<file path="src/rtl/cdb_arbiter.sv">
// Common-data-bus arbiter: per-channel result FIFOs feeding a single registered
// broadcast port, with round-robin selection and ready-based backpressure.
module cdb_arbiter #(
  parameter int N_SRC     = 6,
  parameter int DATA_W    = 32,
  parameter int TAG_W     = 4,
  parameter int BUF_DEPTH = 2
) (
  input  logic                       clk,
  input  logic                       reset,
  input  logic [N_SRC-1:0]           src_valid,
  output logic [N_SRC-1:0]           src_ready,
  input  logic [N_SRC*TAG_W-1:0]     src_tag,
  input  logic [N_SRC*DATA_W-1:0]    src_data,
  input  logic                       flush,
  output logic                       cdb_valid,
  output logic [TAG_W-1:0]           cdb_tag,
  output logic [DATA_W-1:0]          cdb_data,
  output logic [$clog2(N_SRC)-1:0]   cdb_src,
  output logic [N_SRC-1:0]           pending
);

  localparam int SRC_W   = $clog2(N_SRC);
  localparam int PTR_W   = (BUF_DEPTH > 1) ? $clog2(BUF_DEPTH) : 1;
  localparam int CNT_W   = $clog2(BUF_DEPTH) + 1;
  localparam int ENTRY_W = TAG_W + DATA_W;

  localparam logic [SRC_W:0]   N_SRC_EXT = N_SRC[SRC_W:0];
  localparam logic [SRC_W-1:0] LAST_SRC  = SRC_W'(N_SRC - 1);
  localparam logic [CNT_W-1:0] FULL_CNT  = CNT_W'(BUF_DEPTH);
  localparam logic [PTR_W-1:0] LAST_PTR  = PTR_W'(BUF_DEPTH - 1);

  logic [N_SRC-1:0]              full;
  logic [N_SRC-1:0]              push;
  logic [N_SRC-1:0]              pop;
  logic [N_SRC-1:0]              pending_w;
  logic [N_SRC-1:0][ENTRY_W-1:0] head;

  logic [SRC_W-1:0]   rr_ptr_reg;
  logic [SRC_W-1:0]   rr_ptr_next;
  logic [2*N_SRC-1:0] pend_dbl;
  logic [N_SRC-1:0]   pend_rot;
  logic [SRC_W-1:0]   win_off;
  logic [SRC_W:0]     win_sum;
  logic [SRC_W-1:0]   win_idx;
  logic               win_valid;
  logic [ENTRY_W-1:0] win_entry;

  logic               cdb_valid_reg;
  logic [TAG_W-1:0]   cdb_tag_reg;
  logic [DATA_W-1:0]  cdb_data_reg;
  logic [SRC_W-1:0]   cdb_src_reg;

  function automatic logic [PTR_W-1:0] ptr_inc(input logic [PTR_W-1:0] p);
    return (p == LAST_PTR) ? '0 : p + 1'b1;
  endfunction

  // Ready looks only at registered occupancy, so a full FIFO refuses even when popped.
  assign src_ready = ~full & {N_SRC{~reset}};
  assign pending   = pending_w;

  genvar gi;
  generate
    for (gi = 0; gi < N_SRC; gi++) begin : g_ch
      logic [ENTRY_W-1:0] mem [BUF_DEPTH];
      logic [PTR_W-1:0]   wrptr_reg;
      logic [PTR_W-1:0]   rdptr_reg;
      logic [CNT_W-1:0]   count_reg;

      assign push[gi] = src_valid[gi] && src_ready[gi] &&
                        (src_tag[gi*TAG_W +: TAG_W] != '0);
      assign pop[gi]  = win_valid && (win_idx == SRC_W'(gi));

      always_ff @(posedge clk) begin
        if (reset || flush) begin
          wrptr_reg <= '0;
          rdptr_reg <= '0;
          count_reg <= '0;
        end else begin
          if (push[gi]) wrptr_reg <= ptr_inc(wrptr_reg);
          if (pop[gi])  rdptr_reg <= ptr_inc(rdptr_reg);
          case ({push[gi], pop[gi]})
            2'b10:   count_reg <= count_reg + 1'b1;
            2'b01:   count_reg <= count_reg - 1'b1;
            default: count_reg <= count_reg;
          endcase
        end
      end

      always_ff @(posedge clk) begin
        if (push[gi] && !reset && !flush)
          mem[wrptr_reg] <= {src_tag[gi*TAG_W +: TAG_W], src_data[gi*DATA_W +: DATA_W]};
      end

      assign head[gi]      = mem[rdptr_reg];
      assign full[gi]      = (count_reg == FULL_CNT);
      assign pending_w[gi] = (count_reg != '0);
    end
  endgenerate

  // Rotate pending so bit 0 is the channel at rr_ptr; the lowest set bit wins.
  always_comb begin
    pend_dbl  = {pending_w, pending_w} >> rr_ptr_reg;
    pend_rot  = pend_dbl[N_SRC-1:0];
    win_valid = 1'b0;
    win_off   = '0;
    for (int k = N_SRC - 1; k >= 0; k--) begin
      if (pend_rot[k]) begin
        win_valid = 1'b1;
        win_off   = SRC_W'(k);
      end
    end
    win_sum     = {1'b0, rr_ptr_reg} + {1'b0, win_off};
    win_idx     = (win_sum >= N_SRC_EXT) ? SRC_W'(win_sum - N_SRC_EXT) : win_sum[SRC_W-1:0];
    rr_ptr_next = (win_idx == LAST_SRC) ? '0 : win_idx + 1'b1;
    win_entry   = head[win_idx];
  end

  always_ff @(posedge clk) begin
    if (reset) begin
      cdb_valid_reg <= 1'b0;
      cdb_tag_reg   <= '0;
      cdb_data_reg  <= '0;
      cdb_src_reg   <= '0;
      rr_ptr_reg    <= '0;
    end else if (flush) begin
      cdb_valid_reg <= 1'b0;
      rr_ptr_reg    <= '0;
    end else begin
      cdb_valid_reg <= win_valid;
      if (win_valid) begin
        cdb_tag_reg  <= win_entry[ENTRY_W-1:DATA_W];
        cdb_data_reg <= win_entry[DATA_W-1:0];
        cdb_src_reg  <= win_idx;
        rr_ptr_reg   <= rr_ptr_next;
      end
    end
  end

  assign cdb_valid = cdb_valid_reg;
  assign cdb_tag   = cdb_tag_reg;
  assign cdb_data  = cdb_data_reg;
  assign cdb_src   = cdb_src_reg;

endmodule

</file>
<file path="config.mk">
export PLATFORM = sky130hd
export DESIGN_NAME = cdb_arbiter
export DESIGN_NICKNAME = d
export VERILOG_FILES = /design/src/rtl/cdb_arbiter.sv
export SDC_FILE = /design/constraint.sdc
export NUM_CORES = 1
export LEC_CHECK = 0
export ABC_CLOCK_PERIOD_IN_PS = 7300
export BUFFER_PORTS_ARGS = -buffer_cell sky130_fd_sc_hd__buf_4
export CAP_MARGIN = 20
export CORE_AREA = 2 2 269 138
export CTS_BUF_LIST = sky130_fd_sc_hd__clkbuf_2 sky130_fd_sc_hd__clkbuf_4 sky130_fd_sc_hd__clkbuf_8
export CTS_CLUSTER_SIZE = 10
export DETAILED_ROUTE_END_ITERATION = 8
export DIE_AREA = 0 0 271 140
export HOLD_SLACK_MARGIN = 0.02
export PLACE_DENSITY_LB_ADDON = 0.12
export SETUP_SLACK_MARGIN = 0.05
export SLEW_MARGIN = 15
export SYNTH_ARGS = -nofsm -noshare
export SYNTH_HDL_FRONTEND = slang
export SYNTH_SLANG_ARGS = --single-unit
</file>
<file path="constraint.sdc">
create_clock -name clk -period 7.3 [get_ports clk]
set_input_delay 0.365 -clock clk [delete_from_list [all_inputs] [get_ports clk]]
set_output_delay 0.365 -clock clk [all_outputs]
set_load 0.05 [all_outputs]
</file>
; ---- After elaboration in Yosys (flattened, before gate mapping)
; Memories as Yosys holds them, arrays and structs flattened. A register that Yosys moved wholly into a read port is not among the register bits.
; Index checks and enable logic that the tools add are counted.
; W data, S select, Z words.
[word_totals]
reg_bits = 67
ramBits = 432
inputBits = 225
output_inout_bits = 52
wordCells = 198
memories = 6
[classes]
addsub = 27
magnitude_cmp = 2
n_eq_ne = 23
shifts = 1
mux = 58
n_bitwise = 4
n_reduce_logical = 54
[memory_table]
columns = name, depth, width, read_ports, rd_ports_with_merged_regs, wr, line
row1 = g_ch[0].mem, 2, 36, 1, 1, 1, 65  ; logic [ENTRY_W-1:0] mem [BUF_DEPTH];
row2 = g_ch[1].mem, 2, 36, 1, 1, 1, 65
row3 = g_ch[2].mem, 2, 36, 1, 1, 1, 65
row4 = g_ch[3].mem, 2, 36, 1, 1, 1, 65
row5 = g_ch[4].mem, 2, 36, 1, 1, 1, 65
row6 = g_ch[5].mem, 2, 36, 1, 1, 1, 65
[ops]
columns = op, n
row1 = $bmux W36 S3, 1
row2 = $mux W1, 42
row3 = $mux W36, 1
row4 = $logic_and A1 B1 Y1, 30
row5 = $eq A2 B2 Y1 const B, 12
row6 = $mux W3, 8
row7 = $pmux W2 S2, 6
row8 = $reduce_bool A2 Y1, 12
row9 = $reduce_bool A4 Y1, 6
row10 = $add A1 B1 Y1 const B, 12
row11 = $add A2 B1 Y2 const B, 6
row12 = $eq A2 B1 Y1 const B, 6
row13 = $shr A12 B3 Y6, 1
row14 = $sub A2 B1 Y2 const B, 6
row15 = $and A6 B6 Y6, 1
row16 = $eq A3 B2 Y1 const B, 2
row17 = $eq A3 B3 Y1 const B, 2
row18 = $not A6 Y6, 1
row19 = $add A3 B3 Y4, 1
row20 = $ge A4 B3 Y1 const B, 1
row21 = $lt A3 B4 Y1 const B, 1
row22 = $add A3 B1 Y3 const B, 1
row23 = $eq A3 B1 Y1 const B, 1
row24 = $logic_not A3 Y1, 1
row25 = 6 further kinds, 8

; ---- Logic depth before layout (Yosys ltp)
; Gate-level depths: netlist (run 1).
[logic_depth]
word_depth = 15
depth_mapped = 21
ltp_nobuf = 18

; ---- Worst setup path after synthesis (run 1)
; OpenSTA, ideal clock, no wires.
[synth_timing]
path_type = in2reg
startpoint = in reset
endpoint = mem g_ch[4].mem[1][0] (netlist bit) (enable)
setup_ps = 482
arrival_time_ps = 4401
required_time_ps = 6818
setup_slack_ps = 2417
stages = 4
path_buffers = 1
path_cell_list = clkbuf_1 -> a21oi_1 -> nand3_1 -> nor3b_1
[synth_via]
elab_chain_len = 8
elab_cells_between_ends = 9
classes_between = mux: 2 / bitwise: 2 / reduce/logical: 5
[synth_lines]
columns = item, line
row1 = from (decl), 10  ; input logic reset,
row2 = $not A1 Y1, 59  ; assign src_ready = ~full & {N_SRC{~reset}};
row3 = $and A6 B6 Y6, 59
row4 = via src_ready[4], 12  ; output logic [N_SRC-1:0] src_ready,
row5 = $logic_and A1 B1 Y1 (2 in series), 70  ; assign push[gi] = src_valid[gi] && src_ready[gi] &&
row6 = $logic_and A1 B1 Y1 (2 in series), 91  ; if (push[gi] && !reset && !flush)
row7 = $mux W1, 91
row8 = $mux W1 (not written as such), 92  ; mem[wrptr_reg] <= {src_tag[gi*TAG_W +: TAG_W], src_data[gi*DATA_W +: DATA_W]};
row9 = to (decl), 65
; The timed path passes the listed nets, and every way through them passes these cells.

; ---- Worst setup path in the final report (run 1)
[layout_timing]
startpoint = reg rr_ptr_reg[0]
endpoint = reg g_ch[3].count_reg[1]
[layout_via]
elab_chain_len = 14
elab_cells_between_ends = 23
classes_between = add/sub: 2 / order compare: 1 / eq/ne: 3 / shift: 1 / mux: 14 / reduce/logical: 2
[layout_lines]
columns = item, line
row1 = from (decl), 39  ; logic [SRC_W-1:0] rr_ptr_reg;
row2 = from (signal assigned), 135  ; rr_ptr_reg <= rr_ptr_next;
row3 = $shr A12 B3 Y6, 103  ; pend_dbl = {pending_w, pending_w} >> rr_ptr_reg;
row4 = $mux W3 (6 in series), 108  ; if (pend_rot[k]) begin
row5 = $add A3 B3 Y4, 113  ; win_sum = {1'b0, rr_ptr_reg} + {1'b0, win_off};
row6 = $ge A4 B3 Y1 / $sub A3 B3 Y3 (equally long branches), 114  ; win_idx = (win_sum >= N_SRC_EXT) ? SRC_W'(win_sum - N_SRC_EXT) : win_sum[SRC_W-1:0];
row7 = $mux W3, 114
row8 = $eq A3 B2 Y1, 72  ; assign pop[gi] = win_valid && (win_idx == SRC_W'(gi));
row9 = $logic_and A1 B1 Y1 *, 72
row10 = via pop[3], 35  ; logic [N_SRC-1:0] pop;
row11 = $eq A2 B1 Y1 / $eq A2 B2 Y1 (equally long branches), 82  ; case ({push[gi], pop[gi]})
row12 = $pmux W2 S2 / $reduce_bool A2 Y1 (equally long branches), -
row13 = to (signal assigned), 83  ; 2'b10: count_reg <= count_reg + 1'b1;
row14 = to (signal assigned), 84  ; 2'b01: count_reg <= count_reg - 1'b1;
row15 = to (signal assigned), 85  ; default: count_reg <= count_reg;
row16 = to (decl), 68  ; logic [CNT_W-1:0] count_reg;
; The timed path passes the listed nets; every way through them passes the cells marked *.
; A chain may end at the register's enable or synchronous reset.

==> summary.md, run 1 <==
| Metric | Value |
|---|---|
| Total wire length | `55,300 µm` |
| Most used DFF post-synth | `edfxtp_1` |
| Clk Latency, worst-skew pair | `roughly 0.63 ns` |
| DRC viols | `0` |
| RSZ-0062 raised after global routing | `no` |
| Power per cell area | `384 nW/µm²` |
| Max reg flops | `432` |
| Die height | `roughly 140 µm` |
| Share of layout cells above drive strength 1 | `0.245` |
| Cell Int Power | `0.00604 W` |
| Area grow syn2layout | `28.9%` |
| Most common cell after layout, fill and taps aside | `edfxtp_1` |
| Core area | `35,500 µm²` |
| Final worst-path cycle share | `0.759` |
| Critical Path Source Type | `register` |
| Antenna viol nets, final | `0` |
| Register area share after synthesis | `0.682` |
| Row Count | `49` |
| Max VDD drop | `0.909 mV` |
| Die W | `271 µm` |
| 1st-iter DRT viols | `roughly 1,300` |
| CP Capture Type | `register` |
| Critical Path Source | `rr_ptr_reg[0]` |
| TritonRoute pass-1 iters | `5` |
| CP required | `7.85 ns` |
| Vias in the first global route | `about 14,000` |
| Setup Fix Bufs, Post-CTS | `0` |
| Combinational Power Share | `0.467` |
| Clock share of power | `0.208` |
| Worst Tran Pin Value | `1.10 ns` |
| Initial core utilization | `0.597` |
| Area of the mapped netlist | `around 21,000 µm²` |
| Data arrival, critical path | `roughly 6.1 ns` |
| Synth top area cells | `edfxtp_1 61%, mux2i_1 11%, dfxtp_1 6.9%, a211oi_1 3.5%, nand2_1 1.4%` |
| CTS Buffer Depth | `3` |
| Mean post-synth cell area | `14.7 µm²` |
| Switch share | `0.423` |
| Grt ovf | `0` |
| Final Max Slew Viols | `0` |
| Post-synthesis cell count | `1,443` |
| Area share of the largest cell type after synthesis | `0.613` |
| Clk slew on worst S/H paths | `0.07 ns` |
| LEAKAGE | `9.32 nW` |
| Clock buffer count from CTS | `69` |
| Final worst path period need | `5.54 ns` |
| Yosys cell types | `55` |
| DP HPWL | `34,000 µm` |
| Biggest area consumer among synthesized cells | `edfxtp_1` |
| Post-route clock skew | `around 0.029 ns` |
| Routed vias | `14,400` |
| Post-synth EDFFs | `432` |
| Min-Delay Path Class | `primary input to register` |
| Overall Global Routing Usage | `0.291` |
| Clk Tree Root Cell | `clkbuf_8` |
| Max_slew headroom | `0.265` |
| Port bufs | `276` |
| Largest net degree at the start of global routing | `154` |
| R2r worst-path depth | `17` |
| Top Ports | `approximately 280` |
| P_sw | `0.00444 W` |
| Setup TNS | `0 ns` |
| Num Clock Sinks | `505` |
| CTS HTree Levels | `3` |
| Reg2Reg Launch Point | `rr_ptr_reg[0]` |
| Reg2Reg Setup Slack | `1.76 ns` |
| Post-layout utilization of the core | `0.769` |
| Syn nets | `about 1,700` |
| Crit path max fanout | `37` |
| GPL Wtd Cong | `0.898` |
| DIE AREA | `37,900 µm²` |
| Count of final hold-check violations | `0` |
| Reg-to-Reg End | `g_ch[3].count_reg[1]` |
| Vias per inst | `5.84` |
| Crit Path Category | `register to register` |
| FFs w/ async S/R, synth | `0` |
| #FFs+latches synth | `roughly 510` |
| Maxcap violations | `0` |
| First-pass GRT wire length | `83,200 µm` |
| Setup violators final | `0` |
| Nets | `2,163` |
| CP Capture Point | `g_ch[3].count_reg[1]` |
| DR WL/cell | `between 20 and 25 µm` |
| Warnings from Yosys | `0` |
| Fmax | `0.180 GHz` |
| Status | `completed` |
| Antenna violations before repair | `1` |
| Most frequent cells in the layout | `432 x edfxtp_1, 297 x buf_4, 223 x mux2i_1` |
| Seq pwr share | `0.326` |
| CTS tree | `yes` |
==> cells in the mapped netlist, drive strengths merged (4+ instances only) <==
cell type / number
a211oi: 112
clkbuf: 64
nand3: 10
mux4: 6
a2111oi: 37
xor2: 12
mux2i: 223
o21ai: 46
nand2: 77
a21oi: 52
nand4: 39
buf: 39
xnor2: 6
nor2b: 38
o211ai: 7
nand2b: 6
nor3: 13
edfxtp: 432
inv: 53
ha: 10
or3: 9
mux2: 4
nor2: 33
dfxtp: 73
or4: 9
nor3b: 7
a311o: 4
==> what timing repair did <==
action                                 in CTS  in global routing
gates resized for setup                     0                  0
hold buffers                              216                  0
endpoints found under the hold margin     432                  0
==> per-layer routing <==
layer	GRT usage	wire length, µm	vias up
met5	0	0	-
met4	0.103	1760	0
met1	0.390	23200	7105
met2	0.479	26600	621
li1	-	-	6560
met3	0.0564	3680	125
==> worst max-delay path: stages, from the launching register on <==
cell and delay, ns:
dfxtp_1 0.65, mux4_2 0.58, mux2_2 0.30, nor2b_1 0.14, o21ba_2 0.19, o21ba_2 0.21
ha_4 0.17, fa_1 0.50, o31ai_1 0.53, a41o_1 0.16, buf_4 0.36, nand2_1 0.28
nor2_1 0.19, ha_1 0.15, a21boi_2 0.25, ha_1 0.30, or3_1 0.35, a21oi_1 0.14
==> cells by family after synthesis <==
kind of cell	synth area share
xor gates and xnor gates	0.00744
DFF	0.682
buffers and inverters	0.0311
AOI/OAI and AO/OA	0.0996
adders and majority gates	0.00685
muxes	0.114
and+or+nand+nor	0.0595
==> power by group through the flow <==
| stage | Combinational (W) | Clock (W) | Sequential (W) |
|---|---|---|---|
| 2_1_floorplan | 0.00323 | 0 | 0.00363 |
| 3_3_place_gp | 0.00459 | 0 | 0.00347 |
| 3_5_place_dp | 0.00471 | 0 | 0.00347 |
| 4_1_cts | 0.00482 | 0.00219 | 0.00341 |
| 5_1_grt | 0.00521 | 0.00231 | 0.00343 |
| 6_report | 0.00489 | 0.00218 | 0.00341 |
==> worst min-delay path by stage <==
stage / startpoint / to / slack [ns] / cells after the start
2_1_floorplan: g_ch[3].rdptr_reg / register / 0.45 / 2
3_3_place_gp: cdb_data[19] / cdb_data[19] / 0.45 / 2
3_5_place_dp: cdb_data[0] / cdb_data[0] / 0.45 / 2
4_1_cts: src_valid[5] / g_ch[5].wrptr_reg / 0.20 / 4
5_1_grt: src_valid[5] / g_ch[5].wrptr_reg / 0.22 / 4
6_report: src_valid[5] / g_ch[5].wrptr_reg / 0.22 / 4
==> stage by stage <==
step	hold WS [ns]	std cells	worst slack, ns	cell area, µm²	power, W
5_1_grt	0.223	2466	1.41	27300	0.0109
3_5_place_dp	0.448	2123	1.82	23700	0.00818
2_1_floorplan	0.452	1443	2.42	21200	0.00686
6_report	0.223	2466	1.76	27300	0.0105
3_3_place_gp	0.446	2122	2.01	23700	0.00806
4_1_cts	0.204	2464	1.78	27300	0.0104
==> area by class of cell <==
class	instances	area, µm²
Tap cell	484	606
Sequential cell	505	14400
Clock buffer	106	1240
Timing Repair Buffer	516	4460
Inverter	54	203
Clock inverter	19	125
Multi-Input combinational cell	781	6210
Fill cell	2087	8210
Antenna cell	1	2.50
Power figures use the tool's default switching activity.
==> run 2, diff against run 1 <==
- ABC_AREA: unset -> 1
- ABC_CLOCK_PERIOD_IN_PS: 7300 -> 4700
- CORE_AREA: 2 2 269 138 -> 2 2 284 146
- DIE_AREA: 0 0 271 140 -> 0 0 286 148
- clock period: 7.3 -> 4.7 ns (I/O delays scaled with it)
==> run 2 against run 1 <==
Area after synthesis barely moved. Worst hold slack worse by 0.14 ns. Worst setup slack worse by 1.1 ns. Largest cell class unchanged. Critical path type unchanged.
==> summary.md, run 2 <==
| Metric | Value |
|---|---|
| Warnings from Yosys | `0` |
| Combinational Power Share | `0.481` |
| Post-route clock skew | `0.0377 ns` |
| Count leader, synth | `nand2_1` |
| 1st-iter DRT viols | `1,217` |
| Most frequent cells in the layout | `519 x nand2_1, 432 x edfxtp_1, 301 x buf_4` |
| Switch share | `0.447` |
| Critical Path Source Type | `register` |
| CP max stage delay | `around 0.62 ns` |
| Post-layout utilization of the core | `0.690` |
| #FFs+latches synth | `505` |
| Clk slew on worst S/H paths | `0.07 ns` |
| Initial core utilization | `0.532` |
| Die height | `148 µm` |
| Reg2Reg Launch Point | `rr_ptr_reg[1]` |
| R2r worst-path depth | `20` |
| Share of layout cells above drive strength 1 | `0.205` |
| Status | `completed` |
| Largest net degree at the start of global routing | `73` |
| End of the worst hold path | `g_ch[5].wrptr_reg` |
| Resized cells post-CTS | `0` |
| Biggest area consumer among synthesized cells | `edfxtp_1` |
| Die W | `286 µm` |
| Most used cell, CP | `nand2_1` |
| Nets | `2,666` |
| CTS Buffer Depth | `3` |
| Vias in the first global route | `15,600` |
| DIE AREA | `42,300 µm²` |
| Post-synthesis cell count | `between 1,500 and 2,000` |
| Area grow syn2layout | `29.6%` |
| Top Ports | `277` |
| DP HPWL | `34,800 µm` |
| Crit Path Category | `register to register` |
| Overall Global Routing Usage | `0.261` |
| Antenna viol nets, final | `0` |
| Routed vias | `15,600` |
| TritonRoute pass-1 iters | `5` |
| Critical path, cell by cell | `inv_1 > nand3_1 > nand3_1 > and2_4 > a21oi_1 > nor2_1 > ha_2 > fa_1 > xnor2_1 > nand2_1 > nand2_1 > nand2_2 > buf_4 > inv_2 > nand2_1 > nand2_1 > nand2_1 > nand3_1 > o21ai_1 > inv_1` |
| Setup Fix Bufs, Post-CTS | `0` |
| DRC viols | `0` |
| Clock share of power | `0.203` |
| Grt ovf | `0` |
| GPL Wtd Cong | `0.906` |
| Commonest cells post-synth | `520 x nand2_1, 432 x edfxtp_1, 207 x inv_1` |
| Register Area | `approximately 14,000 µm²` |
| Filler cells | `2,976` |
| Num Clock Sinks | `505` |
| RSZ-0062 raised after global routing | `no` |
| CP Capture Type | `register` |
| Cell Int Power | `0.00952 W` |
| Most used DFF post-synth | `edfxtp_1` |
| Max_slew headroom | `0.266` |
| Setup violators final | `0` |
| Crit path max fanout | `38` |
| Area of the mapped netlist | `21,200 µm²` |
| Min-Delay Path Depth | `3` |
| Yosys cell types | `35` |
| Seq pwr share | `0.316` |
| Syn nets | `about 2,200` |
| Most common cell after layout, fill and taps aside | `nand2_1` |
| Vias per inst | `5.15` |
| Max VDD drop | `between 0.5 and 0.6 mV` |
| Total wire length | `54,800 µm` |
| Area occupied by multi-input gates | `5580 µm²` |
| Clock buffer count from CTS | `72` |
| First-pass GRT wire length | `84,500 µm` |
| Maxcap violations | `0` |
| Count of final hold-check violations | `0` |
| Mean post-synth cell area | `between 10 and 15 µm²` |
| CP required | `5.26 ns` |
| Reg2Reg Setup Slack | `between 0.6 and 0.7 ns` |
| Final worst-path cycle share | `0.870` |
| DR WL/cell | `18.1 µm` |
| CTS HTree Levels | `3` |
| Port bufs | `276` |
| P_sw | `slightly below 0.008 W` |
| Max reg flops | `432` |
| CTS tree | `yes` |
| Clk Latency, worst-skew pair | `0.63 ns` |
| Fmax | `0.244 GHz` |
| Antenna violations before repair | `4` |
| Final worst path period need | `4.09 ns` |
| FFs w/ async S/R, synth | `0` |
| Post-synth EDFFs | `432` |
| Power per cell area | `between 600 and 700 nW/µm²` |
| Setup TNS | `0 ns` |
| Data arrival, critical path | `4.65 ns` |
| Final Max Slew Viols | `0` |
| Row Count | `52` |
| Min-delay src | `src_valid[5]` |
| Master of the slowest instance on the critical path | `inv_2` |
| Register area share after synthesis | `0.681` |
| Synth top area cells | `edfxtp_1 61%, nand2_1 9.2%, dfxtp_1 6.9%, o21ai_0 4.8%, inv_1 3.7%` |
| LEAKAGE | `11.0 nW` |
| Area share of the largest cell type after synthesis | `0.612` |
| Min-Delay Path Class | `primary input to register` |
| Core area | `39,800 µm²` |
| Clk Tree Root Cell | `clkbuf_8` |
| Reg-to-Reg End | `cdb_data[30]` |
| Worst Tran Pin Value | `approximately 1.1 ns` |
[run 2: changes by cell type in the layout (fill, tap and decap cells not counted), moves of 39 or more]
cell and delta:
nand2_1 +442, mux2i_1 -187, o21ai_0 +160, inv_1 +154
a211oi_1 -100, nand3_1 +63, nor2_1 +57, nand4_1 -39
[run 2: timing repair]
action / 4_1_cts / 5_1_grt
endpoints found under the hold margin: 435 / 0
hold buffers: 219 / 0
endpoints found under the setup margin: 0 / 0
[run 2: kinds of logic (layout without fill, tap and decap cells)]
logic type	count (synthesis)	in the layout	synth area share
buffers and inverters	313	869	0.0591
AOI/OAI and AO/OA	305	305	0.0781
other	0	4	0
and+or+nand+nor	725	725	0.138
adders and majority gates	11	11	0.00685
muxes	72	72	0.0362
xor gates and xnor gates	1	1	0.000414
DFF	505	505	0.681
[run 2: worst max-delay path, delay by kind of cell, from the launching register on]
kind,cells,cell delay (ns)
XOR/XNOR,1,0.20
buffers and inverters,4,1.19
AND/OR/NAND/NOR,11,1.26
flip-flops,1,0.61
AO/OA/AOI/OAI,2,0.20
adder cells (fa/ha/maj),2,0.58
[run 2: worst max path at each step]
stage	from	endpoint	slack, ns	cells past startpoint
after floorplan	g_ch[0].count_reg[0]	g_ch[0].mem[0][0]	0.16	6
after global placement	rr_ptr_reg[0]	cdb_data[30]	0.93	20
after detailed placement	rr_ptr_reg[1]	cdb_data[20]	0.72	20
after CTS	rr_ptr_reg[1]	cdb_data[20]	0.71	20
after global routing	rr_ptr_reg[1]	cdb_data[26]	0.29	20
final	rr_ptr_reg[1]	cdb_data[30]	0.61	20
[run 2: stage by stage]
step / total power [W] / setup slack (ns) / area [µm²] / hold WS (ns) / cells
3_5_place_dp: 0.0137 / 0.723 / 23800 / 0.422 / 2676
2_1_floorplan: 0.0111 / 0.161 / 21200 / 0.334 / 1932
4_1_cts: 0.0173 / 0.714 / 27400 / 0.0255 / 3027
6_report: 0.0172 / 0.610 / 27500 / 0.0811 / 3032
3_3_place_gp: 0.0135 / 0.927 / 23800 / 0.420 / 2675
5_1_grt: 0.0185 / 0.292 / 27500 / 0.0581 / 3031
[run 2: layer usage]
| layer | share of wire | wire length [µm] | global-route usage |
|---|---|---|---|
| met5 | 0 | 0 | 0 |
| met3 | 0.056 | 3070 | 0.0455 |
| met4 | 0.021 | 1150 | 0.0777 |
| met2 | 0.49 | 26900 | 0.443 |
| met1 | 0.43 | 23700 | 0.347 |
[run 2: final cells by class]
class,count,area share
diodes,4,0.000365
clock buffers,112,0.0484
clock inverters,20,0.00424
inverters,215,0.0294
multi-input cells,1114,0.203
flip-flops and latches,505,0.526
well taps,540,0.0246
repair buffers,522,0.164
[run 2: power groups by stage]
stage          Combinational (W)  Sequential, W  Clock (W)
6_report                 0.00827        0.00544    0.00350
5_1_grt                  0.00923        0.00547    0.00377
4_1_cts                  0.00833        0.00543    0.00358
3_5_place_dp             0.00815        0.00553          0
3_3_place_gp             0.00802        0.00552          0
2_1_floorplan            0.00531        0.00582          0
